--- src/rtl/router_pkg.sv ---
// ---------------------------------------------------------------------------
// router_pkg
// Shared definitions for the router destination-side reader.
//   - rx_state_e       : reader FSM states
//   - HDR_* constants  : header byte field positions {len[5:0], addr[1:0]}
//   - MAX_PAYLOAD      : largest payload length a header can encode
//   - SOFT_RST_TIMEOUT : router flush window; bounds the legal READ_DELAY
//   - pkt_total()      : number of FIFO reads a packet needs
// ---------------------------------------------------------------------------
package router_pkg;

  typedef enum logic [2:0] {
    IDLE,
    WAIT,
    READ,
    DRAIN,
    DONE
  } rx_state_e;

  localparam int HDR_LEN_MSB  = 7;
  localparam int HDR_LEN_LSB  = 2;
  localparam int HDR_ADDR_MSB = 1;
  localparam int HDR_ADDR_LSB = 0;
  localparam int LEN_W        = HDR_LEN_MSB - HDR_LEN_LSB + 1;

  localparam int MAX_PAYLOAD      = 63;
  localparam int SOFT_RST_TIMEOUT = 30;
  // First read must land well inside the router flush window.
  localparam int MAX_READ_DELAY   = SOFT_RST_TIMEOUT - 5;

  // Wide enough to count header + MAX_PAYLOAD + parity without wrapping.
  localparam int CNT_W = $clog2(MAX_PAYLOAD + 3);

  // Reads needed for the packet: 2 until the header is known (header plus one
  // speculative read that is always legal), then len + 2.
  function automatic logic [CNT_W-1:0] pkt_total(input logic hdr_seen,
                                                 input logic [LEN_W-1:0] len);
    return hdr_seen ? CNT_W'(len) + CNT_W'(2) : CNT_W'(2);
  endfunction

endpackage

--- src/rtl/router_rx_parity.sv ---
// ---------------------------------------------------------------------------
// router_rx_parity
// 8-bit XOR accumulator for packet parity checking.
//   clock_i    : clock, rising edge
//   resetn_i   : asynchronous active-low reset
//   init_i     : load accumulator with data_i (header byte seeds it)
//   acc_i      : XOR data_i into the accumulator
//   data_i     : byte being captured
//   mismatch_o : data_i differs from the accumulated parity (combinational)
// ---------------------------------------------------------------------------
module router_rx_parity (
  input  logic       clock_i,
  input  logic       resetn_i,
  input  logic       init_i,
  input  logic       acc_i,
  input  logic [7:0] data_i,
  output logic       mismatch_o
);

  logic [7:0] acc_q;
  logic [7:0] acc_d;

  always_comb begin
    acc_d = acc_q;
    if (init_i) begin
      acc_d = data_i;
    end else if (acc_i) begin
      acc_d = acc_q ^ data_i;
    end
  end

  always_ff @(posedge clock_i or negedge resetn_i) begin
    if (!resetn_i) begin
      acc_q <= 8'h00;
    end else begin
      acc_q <= acc_d;
    end
  end

  assign mismatch_o = (acc_q != data_i);

endmodule

--- src/rtl/router_dest_rx.sv ---
// ---------------------------------------------------------------------------
// router_dest_rx
// Destination-side packet consumer for one router output port. Waits
// READ_DELAY cycles after vld_out, drains header/payload/parity from the port
// FIFO, streams payload bytes and reports per-packet status.
//
// Parameters: PORT_ADDR (expected header[1:0]), READ_DELAY (0..25)
// Inputs : clock, resetn (async, active low), vld_out, data_out[7:0],
//          soft_reset, hold
// Outputs: read_enb (combinational), byte_valid, byte_data[7:0], pkt_done,
//          pkt_abort, pkt_len[5:0], addr_err, parity_err (all registered)
//
// Build option: define ROUTER_DEST_PARITY_CHK_EN to include the parity
// accumulator; otherwise parity_err is tied to 0 (parity byte still consumed).
// ---------------------------------------------------------------------------
module router_dest_rx
  import router_pkg::*;
#(
  parameter logic [1:0] PORT_ADDR  = 2'd0,
  parameter int         READ_DELAY = 5
) (
  input  logic       clock,
  input  logic       resetn,
  input  logic       vld_out,
  input  logic [7:0] data_out,
  input  logic       soft_reset,
  input  logic       hold,
  output logic       read_enb,
  output logic       byte_valid,
  output logic [7:0] byte_data,
  output logic       pkt_done,
  output logic       pkt_abort,
  output logic [5:0] pkt_len,
  output logic       addr_err,
  output logic       parity_err
);

  if (READ_DELAY < 0 || READ_DELAY > MAX_READ_DELAY) begin : g_bad_read_delay
    $error("router_dest_rx: READ_DELAY outside the soft-reset window");
  end

  localparam logic [4:0] DLY_LAST = 5'(READ_DELAY);

  rx_state_e        state_q, state_d;
  logic [4:0]       dly_cnt_q, dly_cnt_d;
  logic [CNT_W-1:0] issued_q, issued_d;
  logic [CNT_W-1:0] cap_cnt_q, cap_cnt_d;
  logic             rd_pend_q, rd_pend_d;

  logic [LEN_W-1:0] len_q;
  logic             hdr_addr_err_q;
  logic             byte_valid_q;
  logic [7:0]       byte_data_q;
  logic             pkt_done_q;
  logic             pkt_abort_q;
  logic [5:0]       pkt_len_q;
  logic             addr_err_q;
  logic             parity_err_q;

  logic             hdr_seen;
  logic [CNT_W-1:0] total;
  logic             flush;
  logic             capture;
  logic             cap_hdr;
  logic             cap_pay;
  logic             cap_last;
  logic             par_mismatch;

  assign hdr_seen = (cap_cnt_q != '0);
  assign total    = pkt_total(hdr_seen, len_q);

  // Flush only matters while a packet is in progress.
  assign flush = soft_reset &
                 ((state_q == WAIT) | (state_q == READ) | (state_q == DRAIN));

  // A flush in the same cycle wins over a pending capture.
  assign capture  = rd_pend_q & ~flush;
  assign cap_hdr  = capture & ~hdr_seen;
  assign cap_pay  = capture & hdr_seen & (cap_cnt_q <= CNT_W'(len_q));
  assign cap_last = capture & hdr_seen & (cap_cnt_q == CNT_W'(len_q) + CNT_W'(1));

  assign read_enb = (state_q == READ) & vld_out & ~hold & (issued_q < total);

  always_comb begin
    state_d   = state_q;
    dly_cnt_d = dly_cnt_q;
    issued_d  = read_enb ? issued_q + CNT_W'(1) : issued_q;
    cap_cnt_d = capture ? cap_cnt_q + CNT_W'(1) : cap_cnt_q;
    rd_pend_d = read_enb;

    case (state_q)
      IDLE: begin
        if (vld_out) begin
          state_d   = WAIT;
          dly_cnt_d = '0;
          issued_d  = '0;
          cap_cnt_d = '0;
        end
      end
      WAIT: begin
        if (dly_cnt_q == DLY_LAST) begin
          state_d = READ;
        end else begin
          dly_cnt_d = dly_cnt_q + 5'd1;
        end
      end
      READ: begin
        // total is only trustworthy once the header has been captured.
        if (cap_last) begin
          state_d = DONE;
        end else if (hdr_seen && (issued_d == total)) begin
          state_d = DRAIN;
        end
      end
      DRAIN: begin
        if (cap_last) begin
          state_d = DONE;
        end
      end
      DONE: begin
        state_d = IDLE;
      end
      default: begin
        state_d = IDLE;
      end
    endcase

    if (flush) begin
      state_d   = IDLE;
      dly_cnt_d = '0;
      issued_d  = '0;
      cap_cnt_d = '0;
      rd_pend_d = 1'b0;
    end
  end

  always_ff @(posedge clock or negedge resetn) begin
    if (!resetn) begin
      state_q   <= IDLE;
      dly_cnt_q <= '0;
      issued_q  <= '0;
      cap_cnt_q <= '0;
      rd_pend_q <= 1'b0;
    end else begin
      state_q   <= state_d;
      dly_cnt_q <= dly_cnt_d;
      issued_q  <= issued_d;
      cap_cnt_q <= cap_cnt_d;
      rd_pend_q <= rd_pend_d;
    end
  end

  always_ff @(posedge clock or negedge resetn) begin
    if (!resetn) begin
      len_q          <= '0;
      hdr_addr_err_q <= 1'b0;
      byte_valid_q   <= 1'b0;
      byte_data_q    <= 8'h00;
      pkt_done_q     <= 1'b0;
      pkt_abort_q    <= 1'b0;
      pkt_len_q      <= '0;
      addr_err_q     <= 1'b0;
      parity_err_q   <= 1'b0;
    end else begin
      byte_valid_q <= cap_pay;
      pkt_done_q   <= cap_last;
      pkt_abort_q  <= flush;
      if (cap_pay) begin
        byte_data_q <= data_out;
      end
      if (cap_hdr) begin
        len_q          <= data_out[HDR_LEN_MSB:HDR_LEN_LSB];
        hdr_addr_err_q <= (data_out[HDR_ADDR_MSB:HDR_ADDR_LSB] != PORT_ADDR);
      end
      // Result registers only move with pkt_done; an aborted packet leaves them.
      if (cap_last) begin
        pkt_len_q    <= len_q;
        addr_err_q   <= hdr_addr_err_q;
        parity_err_q <= par_mismatch;
      end
    end
  end

`ifdef ROUTER_DEST_PARITY_CHK_EN
  router_rx_parity u_parity (
    .clock_i    (clock),
    .resetn_i   (resetn),
    .init_i     (cap_hdr),
    .acc_i      (cap_pay),
    .data_i     (data_out),
    .mismatch_o (par_mismatch)
  );
`else
  assign par_mismatch = 1'b0;
`endif

  assign byte_valid = byte_valid_q;
  assign byte_data  = byte_data_q;
  assign pkt_done   = pkt_done_q;
  assign pkt_abort  = pkt_abort_q;
  assign pkt_len    = pkt_len_q;
  assign addr_err   = addr_err_q;
  assign parity_err = parity_err_q;

endmodule
--- config.mk ---
export PLATFORM = sky130hd
export DESIGN_NAME = router_dest_rx
export DESIGN_NICKNAME = d
export VERILOG_FILES = /design/src/rtl/router_pkg.sv /design/src/rtl/router_rx_parity.sv /design/src/rtl/router_dest_rx.sv
export SDC_FILE = /design/constraint.sdc
export NUM_CORES = 1
export LEC_CHECK = 0
export BUFFER_PORTS_ARGS = -buffer_cell sky130_fd_sc_hd__buf_2
export CORE_ASPECT_RATIO = 2
export CORE_MARGIN = 5
export CORE_UTILIZATION = 30
export DETAILED_ROUTE_END_ITERATION = 12
export HOLD_SLACK_MARGIN = 0.02
export PLACE_DENSITY_LB_ADDON = 0.1
export SLEW_MARGIN = 20
export SYNTH_ARGS = -nofsm -noshare
export SYNTH_HDL_FRONTEND = slang
export SYNTH_SLANG_ARGS = --single-unit
export TNS_END_PERCENT = 30
--- constraint.sdc ---
create_clock -name clock -period 3.1 [get_ports clock]
set_input_delay 0 -clock clock [delete_from_list [all_inputs] [get_ports clock]]
set_output_delay 0 -clock clock [all_outputs]
set_load 0.01 [all_outputs]
==> flow_summary.toml <==
[outcome]
status = "complete, no violations"

[floorplan]
dieArea_mm2 = 0.01184
placeableCoreArea_mm2 = 0.009384
die_h_um = 149.0
ios = 33
start_util = 0.3088
std_cell_rows = 50
die_width_um = 79.50

[placed_design]
hpwl_mm = 5.763
portBuffers = 31
placed_area_mm2 = 0.003363
place_congestion = 0.7575

[clock_network]
cts.sinks = 48
cts.clk_slew.worst_paths_ns = 0.07
cts_root_buffer = "clkbuf_16"
numCtsBuffers = 5
clk_latency_ns = 0.30
cts_tree = "yes"
cts_htree_levels = 2
cts.path.max_buffers = 2

[cells_and_area]
final_util = 0.4085
final_nets = 389
layout-drive-gt1-share = 0.3603
n_antenna_cell = 0
final_cell_area_mm2 = 0.003834
syn_to_final_growth_pct = 32.30
fill_cells = 950

[route]
routed_wirelength_mm = 7.541
ant_nets = 0
drc_errors = 0
via_count = 2277
firstDrtPassIters = 4
viasPerCell = 4.929
initialDrtViolationCount = 69
routedWlPerCell_um = 16.32

[logic_synthesis]
synthCells = 281
synth_area_leaders = "dfrtp_1 41%, ha_1 8.2%, mux2_2 8.2%"
yosysTopAreaCell = "dfrtp_1"
synth_edf_count = 0
synthDistinctLibCells = 51
synth_nets = 313
ys_ff_latch = 48
synth_warnings = 0
ys.flop_type = "dfrtp_1"
yosysSeqAreaShare = 0.4145
synth_most_common_cell = "dfrtp_1"
synth_commonest_cells = "48 x dfrtp_1, 30 x nor2_1, 25 x nand2_1"
syn-cell-area_mm2 = 0.002898
yosysTopAreaCellShare = 0.4145
syn-mean-instance-area_um2 = 10.31
synth_async_sr_flop_share = 1.000

[sta]
skew_ns = 0.004865
relSlewSlack = 0.5680
setup_tns_ns = 0
worstMarginPinSlew_ns = 0.6396
finalSetupViolCount = 0
finalHoldViolCount = 0
drv_slew = 0
fin_crit_sh = 0.9980
layout_min_cycle_time_ns = 3.094
rsz0062_at_grt = "true"
fmax_ghz = 0.3232

[worst_hold_path]
min_path_type = "in -> reg"
holdPathEnd = "state_q[2]$_DFFE_PN0P_"
min_path_cells = 4
min-delay-start = "soft_reset"

[grt]
grt_pass1_wl_mm = 12.03
grt_max_degree = 30
grt_usage = 0.1339
antenna_found_initial = 0
first_global_vias = 2395
grt_overflow_total = 0

[setup_path]
worstSetupStartpointType = "flop"
rr_startpoint = "len_q[1]$_DFFE_PN0P_"
required_ns = 3.28
ff2ff_path_depth = 14
arrival_ns = 3.28
r2r_end = "state_q[0]$_DFFE_PN0P_"
endpoint_kind = "flop"
worstPathMaxFanout = 5
criticalPathCategory = "reg -> reg"
crit_path_start = "len_q[1]$_DFFE_PN0P_"
rrSetupSlack_ns = 0.006

[run]
max_cap_viol_count = 0

[power_and_ir_drop]
pwr_density_cell_mw_per_mm2 = 610.1
power_leakage_nw = 1.830
irDropWorstVdd_mv = 0.3328
power_mw = 2.339
## area by class of cell
type	instances	area, um^2	area share
inverter	12	45.04	0.01175
timing repair buffer	80	569.3	0.1485
tap	104	130.1	0.03394
multi-input combinational	210	1714	0.4471
clock buffer	5	125.1	0.03264
clock inverter	3	47.55	0.01240
sequential	48	1202	0.3136
## cell usage in the layout, fill, tap and decap left out, drive strengths merged, types with 3 or more instances in the layout
master / n
o21ai: 6
xnor2: 23
xor2: 12
nand3: 9
mux2: 21
nand4: 8
dfrtp: 48
or3: 4
inv: 12
nand2: 26
nor3: 8
buf: 71
clkbuf: 5
nor4: 3
ha: 19
nor2: 30
dlygate4sd3: 9
a21oi: 7
## flip-flops by register name, summed over array words and instances, names as in the netlist
register	flops
byte_data	8
cap_cnt_q	7
issued_q	7
len_q	6
pkt_len	6
dly_cnt_q	5
state_q	3
addr_err	1
byte_valid	1
hdr_addr_err_q	1
pkt_abort	1
pkt_done	1
rd_pend_q	1
## metal layers
layer / share of wire / routed length [um] / GRT usage
met5: 0 / 0 / 0
met4: 0.024 / 184 / 0.05852
met2: 0.59 / 4468 / 0.2609
met1: 0.36 / 2728 / 0.1328
met3: 0.021 / 161 / 0.02297
## what timing repair did
item / in CTS / in global routing
gates resized for setup: 10 / 17
endpoints found under the hold margin: 34 / 0
pin swaps: 4 / 10
setup buffers: 0 / 8
hold buffers: 9 / 0
endpoints found under the setup margin: 2 / 3
## how the worst max path moves through the flow
stage	to	slack, ns	cells after the start
2_1_floorplan	state_q[0]$_DFFE_PN0P_	0.03	14
3_3_place_gp	state_q[0]$_DFFE_PN0P_	-0.10	15
3_5_place_dp	state_q[0]$_DFFE_PN0P_	-0.18	15
4_1_cts	state_q[0]$_DFFE_PN0P_	0.006	15
5_1_grt	state_q[0]$_DFFE_PN0P_	-0.18	14
6_report	state_q[0]$_DFFE_PN0P_	0.006	14
## report_power, final
part	total (mW)	switching, mW	internal, mW
Combinational	0.857	0.443	0.414
Sequential	0.838	0.124	0.714
Clock	0.644	0.260	0.384
## worst max-delay path, cell delays in order (launching register included)
cell	delay, ns
dfrtp_2	0.44
ha_1	0.23
buf_4	0.15
xor2_1	0.15
nand2_2	0.09
ha_2	0.17
a211o_1	0.28
o211ai_1	0.15
nand4_4	0.16
buf_6	0.16
nor3_4	0.20
xor3_1	0.34
o2111a_1	0.16
a311oi_1	0.25
a21oi_1	0.06
## kinds of logic (layout without fill, tap and decap cells)
| family | count (synthesis) | in the layout | synth area share |
|---|---|---|---|
| simple gates | 102 | 102 | 0.1878 |
| flops | 48 | 48 | 0.4145 |
| xor+xnor | 36 | 36 | 0.1140 |
| compound gates | 31 | 31 | 0.08248 |
| buf+inv | 23 | 100 | 0.03627 |
| mux | 21 | 21 | 0.08161 |
| fa+ha+maj | 19 | 19 | 0.08204 |
| other cells | 1 | 1 | 0.001294 |
## through the flow
| stage | instances | setup WS (ns) | hold slack [ns] |
|---|---|---|---|
| detailed placement | 437 | -0.1824 | 0.01369 |
| CTS | 454 | 0.006380 | 0.08619 |
| finish | 462 | 0.006261 | 0.08232 |
| floorplan | 281 | 0.03303 | -0.2956 |
| global route | 462 | -0.1816 | 0.1115 |
| global placement | 437 | -0.1015 | 0.006985 |
Note: power is estimated with default switching activity, not from simulation.
